[src/rtl/cdc_handshake_tx.sv]
// cdc_handshake_tx: source side of a four-phase req/ack CDC link with ack synchronizer and sticky timeout
module cdc_handshake_tx #(
  parameter int DATA_WIDTH     = 8,
  parameter int SYNC_STAGES    = 2,
  parameter int TIMEOUT_CYCLES = 1024
) (
  input  logic                  i_clk,
  input  logic                  i_rst,
  input  logic                  i_valid,
  input  logic [DATA_WIDTH-1:0] i_data,
  output logic                  o_ready,
  output logic                  o_req,
  output logic [DATA_WIDTH-1:0] o_data,
  input  logic                  i_ack,
  output logic                  o_done,
  output logic                  o_timeout
);
  localparam int CW = TIMEOUT_CYCLES > 0 ? $clog2(TIMEOUT_CYCLES + 1) : 1;
  localparam logic [CW-1:0] T_LIM = CW'(TIMEOUT_CYCLES);
  typedef enum logic [1:0] {IDLE, WAIT_ACK_HI, WAIT_ACK_LO} state_t;
  state_t                  state, state_n;
  logic [SYNC_STAGES-1:0]  sync;
  logic                    ack_s;
  logic [CW-1:0]           cnt, cnt_n;
  logic                    ready_n, req_n, done_n, timeout_n;
  logic [DATA_WIDTH-1:0]   data_n;
  assign ack_s = sync[SYNC_STAGES-1];
  always_ff @(posedge i_clk or posedge i_rst) begin
    if (i_rst) begin
      sync      <= '0;
      state     <= IDLE;
      cnt       <= '0;
      o_ready   <= 1'b0;
      o_req     <= 1'b0;
      o_data    <= '0;
      o_done    <= 1'b0;
      o_timeout <= 1'b0;
    end else begin
      sync      <= {sync[SYNC_STAGES-2:0], i_ack};
      state     <= state_n;
      cnt       <= cnt_n;
      o_ready   <= ready_n;
      o_req     <= req_n;
      o_data    <= data_n;
      o_done    <= done_n;
      o_timeout <= timeout_n;
    end
  end
  // Raw i_ack only vetoes readiness; in a legal handshake it is static while idle
  always_comb begin
    state_n = state;
    ready_n = o_ready;
    req_n   = o_req;
    data_n  = o_data;
    done_n  = 1'b0;
    if (state == IDLE) begin
      if (o_ready && i_valid) begin
        state_n = WAIT_ACK_HI;
        data_n  = i_data;
        req_n   = 1'b1;
        ready_n = 1'b0;
      end else begin
        ready_n = ~|{sync, i_ack};
      end
    end else if (state == WAIT_ACK_HI) begin
      if (ack_s) begin
        state_n = WAIT_ACK_LO;
        req_n   = 1'b0;
      end
    end else if (!ack_s) begin
      state_n = IDLE;
      done_n  = 1'b1;
      ready_n = 1'b1;
    end
    cnt_n     = (state_n != state || state == IDLE) ? '0 : (&cnt ? cnt : cnt + CW'(1));
    timeout_n = o_timeout | (TIMEOUT_CYCLES != 0 && state != IDLE && cnt_n == T_LIM);
  end
endmodule

[config.mk]
export PLATFORM = sky130hd
export DESIGN_NAME = cdc_handshake_tx
export DESIGN_NICKNAME = d
export VERILOG_FILES = /design/src/rtl/cdc_handshake_tx.sv
export SDC_FILE = /design/constraint.sdc
export NUM_CORES = 1
export LEC_CHECK = 0
export BUFFER_PORTS_ARGS = -buffer_cell sky130_fd_sc_hd__buf_2
export CAP_MARGIN = 15
export CORE_ASPECT_RATIO = 0.7
export CORE_UTILIZATION = 45
export CTS_CLUSTER_DIAMETER = 100
export DETAILED_ROUTE_END_ITERATION = 10
export PLACE_DENSITY_LB_ADDON = 0.15
export SYNTH_ARGS = -nofsm -noshare
export SYNTH_HDL_FRONTEND = slang
export SYNTH_SLANG_ARGS = --single-unit
[constraint.sdc]
create_clock -name i_clk -period 1.85 [get_ports i_clk]
set_input_delay 0.185 -clock i_clk [delete_from_list [all_inputs] [get_ports i_clk]]
set_output_delay 0.185 -clock i_clk [all_outputs]
set_load 0.1 [all_outputs]
* Word-level counts from Yosys, hierarchy flattened
Cells that the tools add are included.
** Word-level totals
- Register bits after elaboration :: 27
- Bits in latches :: 0
- Bits in writable memories :: 0
- Bits in read-only memories :: 0
- Input bits :: 12
- Output and inout port bits :: 12
- Word-level logic and storage cells :: 47
- Memories kept :: 0
** Operators by class
- $add $sub $neg :: 1
- Multiply operators :: 0
- Div/mod/pow operators :: 0
- Order comparisons :: 0
- Equality and inequality tests :: 6
- Shifts and indexed selects :: 0
- Multiplexer cells :: 18
- Bitwise operators :: 1
- Reduce and logical (&&, ||, !) cells :: 13
** Operators with widths (count)
- two-way mux 11 bit :: 2
- adder 11 x 1 -> 11 bit, second input constant :: 1
- equality test 11 bit, second input constant :: 1
- two-way mux 1 bit :: 11
- AND reduction 11 bit :: 1
- two-way mux 2 bit :: 5
- nonzero test 2 bit :: 3
- inequality test 2 x 1 -> 1 bit, second input constant :: 2
- AND reduction 2 bit :: 2
- AND reduction 3 bit :: 1
- OR reduction 3 bit :: 1
- equality test 2 x 1 -> 1 bit, second input constant :: 1
- logical AND 1 bit :: 2
- zero test 2 bit :: 1
- inequality test 2 bit :: 1
- inequality test 2 bit, second input constant :: 1
- zero test 1 bit :: 1
- logical OR 1 bit :: 1
- OR 1 bit :: 1

* Logic depth before layout (Yosys ltp)
- Word-level depth :: 9
- Depth in mapped cells :: 6

* Worst setup path before layout
OpenSTA, ideal clock, no wires.
- Kind :: register to register
- From :: register o_ready
- To :: register o_data[0]
- Arrival :: 1921 ps
- Data required time :: 1725 ps
- Slack :: -197 ps
- Cell stages (with the launch flop) :: 4
- Buffers on the path :: 0
- Clock period less this slack :: 2047 ps
- Cells stage by stage :: dfrtp_1 -> nand2_1 -> nor3_2 -> mux2_2
** Between the ends
- Cells in the longest elaborated chain, start to end :: 2
** Ends and longest elaborated chain
- start, declared :: RTL line 11 : output logic o_ready,
- start signal, assigned :: RTL line 42 : o_ready <= ready_n;
- logical AND 1 bit :: RTL line 57 : if (o_ready && i_valid) begin
- AND reduction 2 bit (no line)
- end signal, assigned :: RTL line 44 : o_data <= data_n;
- end, declared :: RTL line 13 : output logic [DATA_WIDTH-1:0] o_data,
Every way passes these cells.
A chain may end at the register's enable or synchronous reset.

* Worst setup path after layout
- From :: register cnt[1]
- To :: register o_timeout
** Between the ends
- Cells in the longest elaborated chain, start to end :: 6
- Elaborated cells between the ends (all ways) :: 7
- Those cells by class :: add/sub (1); eq/ne (1); mux (2); bitwise (1); reduce/logical (2)
** Ends and longest elaborated chain
- start, declared :: RTL line 24 : logic [CW-1:0] cnt, cnt_n;
- start signal, assigned :: RTL line 41 : cnt <= cnt_n;
- adder 11 x 1 -> 11 bit or AND reduction 11 bit (tied branches) :: RTL line 75 : cnt_n = (state_n != state || state == IDLE) ? '0 : (&cnt ? cnt : cnt + CW'(1));
- two-way mux 11 bit * (2 in series) :: RTL line 75
- net cnt_n[9] :: RTL line 24
- equality test 11 bit * :: RTL line 76 : timeout_n = o_timeout | (TIMEOUT_CYCLES != 0 && state != IDLE && cnt_n == T_LIM);
- logical AND 1 bit * :: RTL line 76
- OR 1 bit * :: RTL line 76
- net timeout_n :: RTL line 25 : logic ready_n, req_n, done_n, timeout_n;
- end signal, assigned :: RTL line 46 : o_timeout <= timeout_n;
- end, declared :: RTL line 16 : output logic o_timeout
The timed path passes the listed nets; every way through them passes the cells marked *.

==> results.yml <==
outcome:
  run_status: "finished clean"
critical_path:
  cp-start-kind: "register"
  cp_data_arrival_time_ns: 1.94
  crit_end: "o_timeout"
  critical_path.reg2reg.endpoint: "o_timeout"
  critPathKind: "register to register"
  worstPathMaxFanout: 5
  timing.critical_path.required_ns: 2.02
  critPathCaptureType: "register"
  regToRegStartpoint: "cnt[1]"
  r2r_cells: 7
  critical_path_launch_point: "cnt[1]"
  worst-r2r-setup-slack_ns: 0.07
timing:
  period_needed_ns: 1.775
  min_period_over_period_pct: 95.96
  clock-skew-final_ns: 0.005103
  final_hold_violation_count: 0
  timing.slew.headroom_pct: 67.58
  final_max_slew_violation_count: 0
  worst_slew_pin_slew_ns: 0.4897
  max_freq_mhz: 563.3
  setup_viol: 0
  worst_hold_slack_ns: 0.02958
clock_network:
  ctsHtreeMaxLevel: 1
  tritoncts.num_buffers: 3
  post-cts-setup-buffer-count: 0
  insertion_delay_ns: 0.27
  clockRootBuffer: "sky130_fd_sc_hd__clkbuf_8"
  worst_setup_hold_path_clk_slew_ns: 0.09
  cts_sinks: 27
  cts_buffer_depth: 2
  clock_tree_from_tritoncts: "done"
grt:
  global_route_usage_over_all_layers_pct: 20.77
  overflow: 0
  wire_length_of_the_first_global_routing_pass_mm: 4.643
  grt_antenna_before_repair: 0
  grt_pass1_vias: 982
  grt_start_max_net_pins: 15
drt:
  vias: 1092
  drtIter0Drc: 116
  drtAntennaViolNets: 0
  wl_per_cell_um: 15.08
  route.detailed.drc: 0
  finalWirelength_mm: 2.880
  drt_pre_antenna_iters: 4
  viasPerCell: 5.717
floorplan:
  die_height_um: 46.91
  effective_utilization_at_floorplan_pct: 50.05
  core_area_sq_mm: 0.002590
  design.die.area_sq_mm: 0.003103
  die-width_um: 66.15
  floorplan.rows: 15
  top_level_ports: 24
placed_design:
  hpwlAfterDp_mm: 2.171
  dpl-instance-area_sq_mm: 0.001555
  gpl_congestion: 0.8293
  placement.io_buffers: 23
final_layout:
  drive_gt1_share_pct: 37.58
  fillerInstances: 210
  antennaDiodeCount: 0
  ff_latch_area_sq_um: 676.9
  fin_area_sq_mm: 0.001624
  nets: 171
  multi_input_comb_area_sq_um: 610.6
  final_core_utilization_pct: 62.71
  areaGrowthSynthToFinish_pct: 25.29
yosys:
  async_reset_ff_share_pct: 100.0
  yosysSeqAreaShare_pct: 52.12
  synthDistinctLibCells: 40
  postSynthCellCount: 117
  yosys_warnings: 0
  synth.cell_area_sq_mm: 0.001296
  synth_top_flop_cell: "sky130_fd_sc_hd__dfrtp_1"
  syn_area_per_cell_sq_um: 11.08
  yosys_register_bits: 27
  synth_enable_flop_cells: 0
  synthesis.nets: 130
hold_path:
  min_delay_path_depth: 1
  worst_hold_check_path_type: "input pin to register"
job:
  max-cap-violations: 0
power:
  power.leakage_nw: 0.7590
  power_per_cell_area_mw_per_mm2: 1361
  irDropWorstVdd_mv: 1.220
==> registers in the layout, indices dropped and copies added (netlist names) <==
register,flops
cnt,11
o_data,8
o_done,1
o_ready,1
o_req,1
o_timeout,1
state,2
sync,2
==> cell usage after synthesis (2+ instances only) <==
cell type | n | area (sq um)
sky130_fd_sc_hd__nor2b_1 | 2 | 12.51
sky130_fd_sc_hd__clkbuf_1 | 2 | 7.510
sky130_fd_sc_hd__a211oi_1 | 3 | 22.52
sky130_fd_sc_hd__dfrtp_1 | 27 | 675.7
sky130_fd_sc_hd__inv_1 | 3 | 11.26
sky130_fd_sc_hd__xnor2_1 | 2 | 17.52
sky130_fd_sc_hd__a31oi_1 | 3 | 18.77
sky130_fd_sc_hd__nand2_1 | 3 | 11.26
sky130_fd_sc_hd__a21o_1 | 2 | 15.01
sky130_fd_sc_hd__nand3_1 | 5 | 25.02
sky130_fd_sc_hd__a21oi_1 | 3 | 15.01
sky130_fd_sc_hd__nor4_1 | 2 | 12.51
sky130_fd_sc_hd__and3_1 | 2 | 12.51
sky130_fd_sc_hd__mux2_2 | 8 | 90.09
sky130_fd_sc_hd__nand2b_1 | 2 | 12.51
sky130_fd_sc_hd__o22ai_1 | 2 | 12.51
sky130_fd_sc_hd__o21ai_0 | 5 | 25.02
sky130_fd_sc_hd__nor2_1 | 13 | 48.80
sky130_fd_sc_hd__a41oi_1 | 2 | 17.52
sky130_fd_sc_hd__nor3_1 | 6 | 30.03
==> power breakdown <==
part           internal [W]  total [W]  switching, W  leakage (nW)
logic              0.000195    0.00111      0.000914         0.384
registers          0.000706   0.000768     0.0000625         0.352
clock network      0.000154   0.000333      0.000178        0.0228
==> timing repair <==
item,CTS,global route
hold endpoints to repair,10,0
hold buffers,1,0
resized for setup,0,3
setup endpoints to repair,0,1
==> worst max-delay path: stages (launching register included) <==
cell	delay (ns)
sky130_fd_sc_hd__dfrtp_1	0.37
sky130_fd_sc_hd__ha_1	0.24
sky130_fd_sc_hd__and3_2	0.27
sky130_fd_sc_hd__nand3_1	0.18
sky130_fd_sc_hd__buf_4	0.19
sky130_fd_sc_hd__a31oi_4	0.14
sky130_fd_sc_hd__nor2_1	0.07
sky130_fd_sc_hd__a41o_1	0.21
==> through the flow <==
stage                     power [W]  cells  setup slack (ns)   TNS, ns
after CTS                  0.002226    191           0.02607         0
final                      0.002210    191           0.07470         0
after detailed placement   0.001890    186           0.03802         0
after global routing       0.002293    191          -0.02297  -0.02297
after floorplan            0.001700    117           0.06649         0
after global placement     0.001872    186           0.07323         0
==> layer usage <==
metal  wire [um]  GRT usage, %
met3         167         5.583
met2        1256         29.18
met1        1425         31.09
met4          30         6.809
met5           0             0
==> cells by family after synthesis <==
kind of cell	Yosys count	synth area share, %
xor+xnor	2	1.352
simple gates	43	19.40
compound gates	29	16.60
buf+inv	6	1.834
flops	27	52.12
mux	9	7.722
fa+ha+maj	1	0.9651
==> how the worst min path moves through the flow <==
stage | start | endpoint | slack (ns)
after floorplan | i_ack | sync[0] | 0.22
after global placement | i_rst | cnt[9] | 0.21
after detailed placement | i_rst | cnt[9] | 0.21
after CTS | i_ack | sync[0] | 0.03
after global routing | i_ack | sync[0] | 0.02
final | i_ack | sync[0] | 0.03
==> area by class of cell <==
type	count	area share, %
clock buffers	4	2.773
multi-input cells	84	37.60
inverters	3	0.6934
well taps	34	2.619
repair buffers	39	14.64
flip-flops and latches	27	41.68
==> placed cells by master, fill, tap and decap left out, drive strengths merged <==
cell         count
and3             2
inv              3
ha               1
o21ai            5
o22ai            2
dfrtp           27
nand2            3
and4             2
o31ai            1
a21boi           1
o311ai           1
a21o             2
a21oi            3
clkbuf           4
and2             1
nor4             2
xnor2            2
a41oi            2
nor2b            2
o21bai           1
nor3             7
nand3            5
nand2b           2
or4              1
a31oi            4
a211oi           3
a41o             1
a221oi           1
mux2             8
nor2            13
mux2i            1
dlygate4sd3      1
nand4            2
o211a            1
o21a             1
buf             38
nor3b            1
No activity file was read; power rests on OpenSTA's default activity.
